**config.mk**
```make
export PLATFORM = sky130hd
export DESIGN_NAME = pc_sequencer_flat
export DESIGN_NICKNAME = d
export VERILOG_FILES = /design/src/rtl/pc_sequencer_if.sv /design/src/rtl/pc_sequencer.sv /design/src/flat_wrapper.sv
export SDC_FILE = /design/constraint.sdc
export NUM_CORES = 1
export LEC_CHECK = 0
export CAP_MARGIN = 5
export CORE_AREA = 8 8 54 56
export CTS_CLUSTER_SIZE = 30
export DETAILED_ROUTE_END_ITERATION = 7
export DIE_AREA = 0 0 62 64
export PLACE_DENSITY = 0.77
export SYNTH_ARGS = -nofsm -noshare
export SYNTH_HDL_FRONTEND = slang
export SYNTH_SLANG_ARGS = --single-unit
```
**constraint.sdc**
```tcl
create_clock -name CLK -period 4 [get_ports CLK]
set_input_delay 0.4 -clock CLK [delete_from_list [all_inputs] [get_ports CLK]]
set_output_delay 0.4 -clock CLK [all_outputs]
set_load 0.005 [all_outputs]
```
**src/rtl/pc_sequencer_if.sv**
```systemverilog
// Counter/instruction-bus bundle between the fetch/decode sequencer and the
// 161-style program counter plus instruction memory.
// Signalling: there is no valid/ready handshake on this bus. The sequencer
// drives the counter control pins every cycle and the counter acts on them
// at the next rising edge. Q/RCO and OP/OPR are plain readback levels that
// must be stable whenever the sequencer samples them.
interface pc_sequencer_if;
   logic       PC_CLRn;
   logic       PC_LDn;
   logic       PC_ENP;
   logic       PC_ENT;
   logic [3:0] PC_D;
   logic [3:0] PC_Q;
   logic       PC_RCO;
   logic       IR_LDn;
   logic [3:0] OP;
   logic [3:0] OPR;

   modport master (
      output PC_CLRn, PC_LDn, PC_ENP, PC_ENT, PC_D, IR_LDn,
      input  PC_Q, PC_RCO, OP, OPR
   );

   modport slave (
      input  PC_CLRn, PC_LDn, PC_ENP, PC_ENT, PC_D, IR_LDn,
      output PC_Q, PC_RCO, OP, OPR
   );
endinterface

```
**src/rtl/pc_sequencer.sv**
```systemverilog
// Fetch/decode sequencer controlling a 4-bit 161-style program counter and
// the instruction-register load strobe. Decides increment / load / hold /
// clear each instruction and enforces the 0..14 program-space wrap rule.
module pc_sequencer (
   input  logic       CLK,
   input  logic       CLRn,
   input  logic       START,
   input  logic       STOP,
   input  logic       ZF,
   input  logic       CF,
   pc_sequencer_if.master pc,
   output logic       HALTED,
   output logic       WRAP,
   output logic [7:0] ICOUNT,
   output logic [2:0] DBG_STATE
);

   typedef enum logic [2:0] {
      S_IDLE   = 3'd0,
      S_FETCH  = 3'd1,
      S_DECODE = 3'd2,
      S_EXEC   = 3'd3,
      S_HALT   = 3'd4
   } state_t;

   localparam logic [3:0] OP_NOP = 4'h0;
   localparam logic [3:0] OP_JMP = 4'hA;
   localparam logic [3:0] OP_JZ  = 4'hB;
   localparam logic [3:0] OP_JC  = 4'hC;
   localparam logic [3:0] OP_HLT = 4'hF;

   state_t     state_q, state_d;
   logic       pc_clrn_q, pc_clrn_d;
   logic       wrap_q, wrap_d;
   logic [7:0] icount_q, icount_d;

   logic       ld_n;
   logic       cnt_en;
   logic [3:0] pc_d;
   logic       ir_ld_n;
   logic       take_jump;
   logic       wrap_hit;

   // An increment would leave program space: 14 with carry readback, or 15.
   assign wrap_hit = ((pc.PC_Q == 4'd14) && pc.PC_RCO) || (pc.PC_Q == 4'd15);

   // State, registered counter clear, sticky wrap flag and retire counter.
   always_ff @(posedge CLK or negedge CLRn) begin
      if (!CLRn) begin
         state_q   <= S_IDLE;
         pc_clrn_q <= 1'b0;
         wrap_q    <= 1'b0;
         icount_q  <= 8'd0;
      end else begin
         state_q   <= state_d;
         pc_clrn_q <= pc_clrn_d;
         wrap_q    <= wrap_d;
         icount_q  <= icount_d;
      end
   end

   // Next state and counter controls; STOP overrides every decision last.
   always_comb begin
      state_d   = state_q;
      ld_n      = 1'b1;
      cnt_en    = 1'b0;
      pc_d      = 4'd0;
      ir_ld_n   = 1'b1;
      wrap_d    = wrap_q;
      icount_d  = icount_q;
      take_jump = 1'b0;

      case (state_q)
         S_IDLE: begin
            if (START) state_d = S_FETCH;
         end
         S_FETCH: begin
            ir_ld_n = 1'b0;
            state_d = S_DECODE;
         end
         S_DECODE: begin
            case (pc.OP)
               OP_JMP:  take_jump = 1'b1;
               OP_JZ:   take_jump = ZF;
               OP_JC:   take_jump = CF;
               default: take_jump = 1'b0;
            endcase

            if (take_jump) begin
               ld_n = 1'b0;
               pc_d = pc.OPR;
            end else if (wrap_hit) begin
               // Wrapping increment becomes an explicit load of 0.
               ld_n   = 1'b0;
               pc_d   = 4'd0;
               wrap_d = 1'b1;
            end else begin
               cnt_en = 1'b1;
            end

            if (icount_q != 8'hFF) icount_d = icount_q + 8'd1;

            case (pc.OP)
               OP_JMP, OP_JZ, OP_JC, OP_NOP: state_d = S_FETCH;
               OP_HLT:                       state_d = S_HALT;
               default:                      state_d = S_EXEC;
            endcase
         end
         S_EXEC: begin
            state_d = S_FETCH;
         end
         S_HALT: begin
            if (START) state_d = S_FETCH;
         end
         default: begin
            state_d = S_IDLE;
         end
      endcase

      if (STOP) begin
         state_d  = S_IDLE;
         ld_n     = 1'b1;
         cnt_en   = 1'b0;
         pc_d     = 4'd0;
         wrap_d   = wrap_q;
         icount_d = icount_q;
      end
   end

   // Counter clear releases on the START edge and re-asserts on STOP.
   assign pc_clrn_d = !STOP && ((state_q != S_IDLE) || START);

   assign pc.PC_CLRn = pc_clrn_q;
   assign pc.PC_LDn  = ld_n;
   assign pc.PC_ENP  = cnt_en;
   assign pc.PC_ENT  = cnt_en;
   assign pc.PC_D    = pc_d;
   assign pc.IR_LDn  = ir_ld_n;

   assign HALTED    = (state_q == S_HALT);
   assign WRAP      = wrap_q;
   assign ICOUNT    = icount_q;
   assign DBG_STATE = state_q;

endmodule

```
**src/flat_wrapper.sv**
```systemverilog
// flat-port wrapper written by rule: the top's interface ports become plain ports
module pc_sequencer_flat 
  (CLK, CLRn, START, STOP, ZF, CF, HALTED, WRAP, ICOUNT, DBG_STATE, pc_PC_CLRn, pc_PC_LDn, pc_PC_ENP, pc_PC_ENT, pc_PC_D, pc_IR_LDn, pc_PC_Q, pc_PC_RCO, pc_OP, pc_OPR);
  pc_sequencer_if pc_i ();
  input  logic CLK;
  input  logic CLRn;
  input  logic START;
  input  logic STOP;
  input  logic ZF;
  input  logic CF;
  output logic HALTED;
  output logic WRAP;
  output logic [7:0] ICOUNT;
  output logic [2:0] DBG_STATE;
  output wire logic [$bits(pc_i.PC_CLRn)-1:0] pc_PC_CLRn;
  output wire logic [$bits(pc_i.PC_LDn)-1:0] pc_PC_LDn;
  output wire logic [$bits(pc_i.PC_ENP)-1:0] pc_PC_ENP;
  output wire logic [$bits(pc_i.PC_ENT)-1:0] pc_PC_ENT;
  output wire logic [$bits(pc_i.PC_D)-1:0] pc_PC_D;
  output wire logic [$bits(pc_i.IR_LDn)-1:0] pc_IR_LDn;
  input wire logic [$bits(pc_i.PC_Q)-1:0] pc_PC_Q;
  input wire logic [$bits(pc_i.PC_RCO)-1:0] pc_PC_RCO;
  input wire logic [$bits(pc_i.OP)-1:0] pc_OP;
  input wire logic [$bits(pc_i.OPR)-1:0] pc_OPR;
  assign pc_PC_CLRn = pc_i.PC_CLRn;
  assign pc_PC_LDn = pc_i.PC_LDn;
  assign pc_PC_ENP = pc_i.PC_ENP;
  assign pc_PC_ENT = pc_i.PC_ENT;
  assign pc_PC_D = pc_i.PC_D;
  assign pc_IR_LDn = pc_i.IR_LDn;
  assign pc_i.PC_Q = pc_PC_Q;
  assign pc_i.PC_RCO = pc_PC_RCO;
  assign pc_i.OP = pc_OP;
  assign pc_i.OPR = pc_OPR;
  pc_sequencer u_core (.CLK(CLK), .CLRn(CLRn), .START(START), .STOP(STOP), .ZF(ZF), .CF(CF), .pc(pc_i), .HALTED(HALTED), .WRAP(WRAP), .ICOUNT(ICOUNT), .DBG_STATE(DBG_STATE));
endmodule
```
Word-level counts from Yosys, hierarchy flattened
Index checks and enable logic that the tools add are counted.
{"block": "totals", "ff_bits": 13, "word_cells": 47}
{"block": "classes", "n_eq_ne": 12, "n_addsub": 1, "bitwise_logic": 2, "n_mux": 16, "n_reduce_logical": 12}
{"op": "== test 4 bit, second input constant", "count": 6}
{"op": "two-way mux 4 bit", "count": 3}
{"op": "case mux 3 bit (4 select lines)", "count": 1}
{"op": "adder 8 x 1 -> 8 bit, second input constant", "count": 1}
{"op": "two-way mux 1 bit", "count": 8}
{"op": "!= test 8 bit, second input constant", "count": 1}
{"op": "== test 3 x 2 -> 1 bit, second input constant", "count": 2}
{"op": "two-way mux 3 bit", "count": 2}
{"op": "case mux 3 bit (2 select lines)", "count": 1}
{"op": "logical NOT 4 bit", "count": 1}
{"op": "AND reduction 4 bit", "count": 1}
{"op": "OR reduction 4 bit", "count": 1}
{"op": "== test 3 x 1 -> 1 bit, second input constant", "count": 1}
{"op": "== test 3 bit, second input constant", "count": 1}
{"op": "logical NOT 3 bit", "count": 1}
{"op": "!= test 3 x 1 -> 1 bit, second input constant", "count": 1}
{"op": "case mux 1 bit (3 select lines)", "count": 1}
{"op": "AND reduction 3 bit", "count": 1}
{"op": "nonzero test 3 bit", "count": 1}
{"op": "logical AND 1 bit", "count": 2}
{"op": "logical OR 1 bit", "count": 2}
{"op": "NOT 1 bit", "count": 2}
{"op": "OR reduction 2 bit", "count": 1}
{"op": "logical NOT 1 bit", "count": 1}

Depth between registers and ports, before layout
{"block": "logic_depth", "ltp_word": 7, "depth_mapped": 5, "ltp_nobuf": 5}

Worst setup path before layout
OpenSTA, ideal clock, no wires.
{"block": "synth_path", "path_type": "register -> output", "startpoint": "register u_core.state_q[0], in the netlist u_core.DBG_STATE[0]", "endpoint": "output pc_PC_D[0]", "n_path_buf": 0, "slack_ps": 2344, "path_stages_with_launch": 4, "arrival_ps": 1256, "t_required_ps": 3600, "cell_sequence": "dfrtp_1 -> nor4b_4 -> or2b_1 -> nor2_1"}
{"block": "synth_between", "elab_chain_cells": 3}
{"element": "start, declared", "line_no": "pc_sequencer.sv:32", "text": "state_t state_q, state_d;"}
{"element": "start signal, assigned", "line_no": "pc_sequencer.sv:55", "text": "state_q <= state_d;"}
{"element": "== test 3 x 2 -> 1 bit", "line_no": "pc_sequencer.sv:73", "text": "case (state_q)"}
{"element": "two-way mux 4 bit", "line_no": "pc_sequencer.sv:73"}
{"element": "two-way mux 4 bit", "line_no": "pc_sequencer.sv:120", "text": "if (STOP) begin"}
{"element": "end, declared", "line_no": "flat_wrapper.sv:19", "text": "output wire logic [$bits(pc_i.PC_D)-1:0] pc_PC_D;"}
No other way between the ends.

Worst setup path in the final report
{"block": "layout_path", "startpoint": "input STOP", "endpoint": "output pc_PC_D[0]"}
{"block": "layout_between", "elab_chain_cells": 1}
{"element": "start, declared", "line_no": "flat_wrapper.sv:8", "text": "input logic STOP;"}
{"element": "two-way mux 4 bit", "line_no": "pc_sequencer.sv:120"}
No other way between the ends.

==> flow_summary.yaml <==
run_status:
  status: "finished, final reports clean"
drt:
  firstDrtPassIters: 4
  antenna_left: 0
  wl_mm: 2.08
  wl_per_cell_um: 13.6
  drt_iter0_markers: 22
  vias_per_cell: 5.01
  route.detailed.drc: 0
  num_vias: 766
final_layout:
  nets: 146
  instances_no_fill: 153
  fin_util_pct: 58.5
  antennaDiodeCount: 0
  final_area_mm2: 0.00123
  fillers: 171
  drive_above_1_share_pct: 7.20
  layout_commonest_cell: "clkdlybuf4s50_1"
  layout_common_cells: "clkdlybuf4s50_1 (40), dfrtp_1 (13), nand2_1 (7)"
  regArea_um2: 325
  synthToLayoutAreaGrowth_pct: 58.4
  multi_input_area_um2: 423
die:
  std_cell_rows: 17
  coreArea_mm2: 0.00211
  dieArea_mm2: 0.00397
  dieHeight_um: 64
  die-width_um: 62
  initial_core_util_pct: 37.0
  ioPinCount: 41
clocking:
  path_clk_slew_ns: 0.08
  cts_resized: 0
  h-tree-depth: 1
  cts_hold_buf: 0
  cts_root_buffer: "clkbuf_4"
  tritoncts: "built"
  cts_buffers: 3
  clock_sinks: 13
  clkLatencyLatePin_ns: 0.27
  cts_buffer_depth: 2
  post-cts-setup-buffers: 0
synth:
  synth_simple_gate_area_share_pct: 32.3
  synthAdderAreaFrac_pct: 1.61
  synth_cell_types: 32
  synthMuxAreaShare_pct: 6.27
  ys.flop_type: "dfrtp_1"
  synth-compound-area-share_pct: 9.65
  synthXorXnorAreaFrac_pct: 4.50
  syn_avg_cell_area_um2: 9.49
  synth_cells: 82
  synth_seq_cells: 13
  synth-edff-count: 0
  syn_nets: 102
  ys_seq_area_share_pct: 41.8
  ys_async_sr_fraction_pct: 100
  syn_area_um2: 778
  yosys_warnings: 0
  synth_top_family_by_area: "simple AND/OR/NAND/NOR gates"
sta:
  finClkSkew_ns: 0.00215
  finalCriticalPeriod_ns: 2.78
  holdWs_ns: 0.473
  finalSetupViolCount: 0
  max_slew_margin_pct: 60.9
  hold_viol: 0
  final-max-slew-violation-count: 0
  fmax_mhz: 360
  setup_tns_ns: 0
  rsz0062_at_grt: "no"
  worst_slack_ns: 1.22
  timing.final.crit_share_pct: 69.4
  tightest_slew_ns: 0.584
place:
  portBuffers: 40
  postPlaceCellArea_mm2: 0.00121
  gp_congestion: 0.747
  pre_cts_ws_ns: 1.21
  dp_hpwl_mm: 1.69
  dp_cells: 149
grt:
  grt_pass1_wl_mm: 3.42
  grt_pass1_vias: 772
  antenna_found_initial: 0
  grt_overflow: 0
  gr-usage-all-layers_pct: 11.0
  grt_max_degree: 14
setup_path:
  cp_top_family: "buffers and inverters"
  crit_path_frequent_cell: "clkdlybuf4s50_1"
  crit_buf_inv: 2
  cp-start-kind: "primary input"
  crit_required_ns: 3.60
  cp_slowest_cell: "nor4b_4"
  path_cells: "clkdlybuf4s50_1 > nor4b_4 > or2b_1 > nor2_1 > clkdlybuf4s50_1"
  crit_path_end_kind: "output port"
  arrival_ns: 2.38
  critical_path_class: "primary input to output port"
  cp_max_fo: 9
  slowest_delay_ns: 0.53
power:
  p_leak_nw: 0.517
  vdd_drop_max_v: 0.000243
  power_mw: 0.384
  power_density_mw_per_mm2: 311
flow_run:
  cap_viol_max_count: 0
worst_hold_path:
  worstHoldPathType: "flop to flop"
==> area by class of cell <==
| class | count | share of cell area, % |
|---|---|---|
| tap | 28 | 2.84 |
| sequential | 13 | 26.4 |
| inverter | 6 | 1.83 |
| clock buffer | 4 | 2.13 |
| multi-input combinational | 62 | 34.3 |
| timing repair buffer | 40 | 32.5 |
==> kinds of logic (layout without fill, tap and decap cells) <==
logic type / Yosys count / in the layout
AO/OA/AOI/OAI: 11 / 11
XOR/XNOR: 4 / 4
adder cells (fa/ha/maj): 1 / 1
buffers and inverters: 7 / 50
flip-flops: 13 / 13
multiplexers: 4 / 4
AND/OR/NAND/NOR: 42 / 42
==> registers in the layout (all words and copies together), names as in the netlist <==
signal,count
u_core.pc.PC_CLRn,1
u_core.WRAP,1
u_core.ICOUNT,8
u_core.DBG_STATE,3
==> worst register-to-register path, delay by kind of cell (launching register included) <==
kind          cells  cell delay [ns]
simple gates      3             0.89
flops             1             0.47
mux               1             0.31
==> layer usage <==
layer / up-vias / part of all wire (%) / GRT usage, % / routed length, um
li1: 378 / - / - / -
met1: 360 / 39 / 11.6 / 810
met2: 24 / 50 / 19.0 / 1040
met3: 4 / 9.3 / 3.00 / 193
met4: 0 / 1.6 / 5.70 / 34
met5: - / 0 / 0 / 0
==> path summary, 6_finish.rpt <==
check / from / end / slack (ns) / cells past startpoint
setup reg to reg: u_core.DBG_STATE[0] / u_core.ICOUNT[5] / 2.22 / 4
hold / removal: u_core.WRAP / u_core.WRAP / 0.47 / 1
min in group asynchronous: CLRn / u_core.ICOUNT[4] / 0.50 / 1
setup / recovery: STOP / pc_PC_D[0] / 1.22 / 5
hold reg to reg: u_core.WRAP / u_core.WRAP / 0.47 / 1
max in group asynchronous: CLRn / u_core.pc.PC_CLRn / 3.12 / 1
==> where the power goes <==
part | internal (mW) | switching (mW)
logic | 0.0836 | 0.0412
registers | 0.153 | 0.0269
clock network | 0.0386 | 0.0404
==> cell usage after synthesis, types with 3 or more instances <==
library cell  number  area (um2)
nand2_1            7        26.3
nand3_1            5        25.0
nand2b_1           4        25.0
inv_1              6        22.5
a21oi_1            4        20.0
nor2_1             6        22.5
dfrtp_1           13         325
nor3_1             4        20.0
xnor2_1            3        26.3
Note: power is estimated with default switching activity, not from simulation.
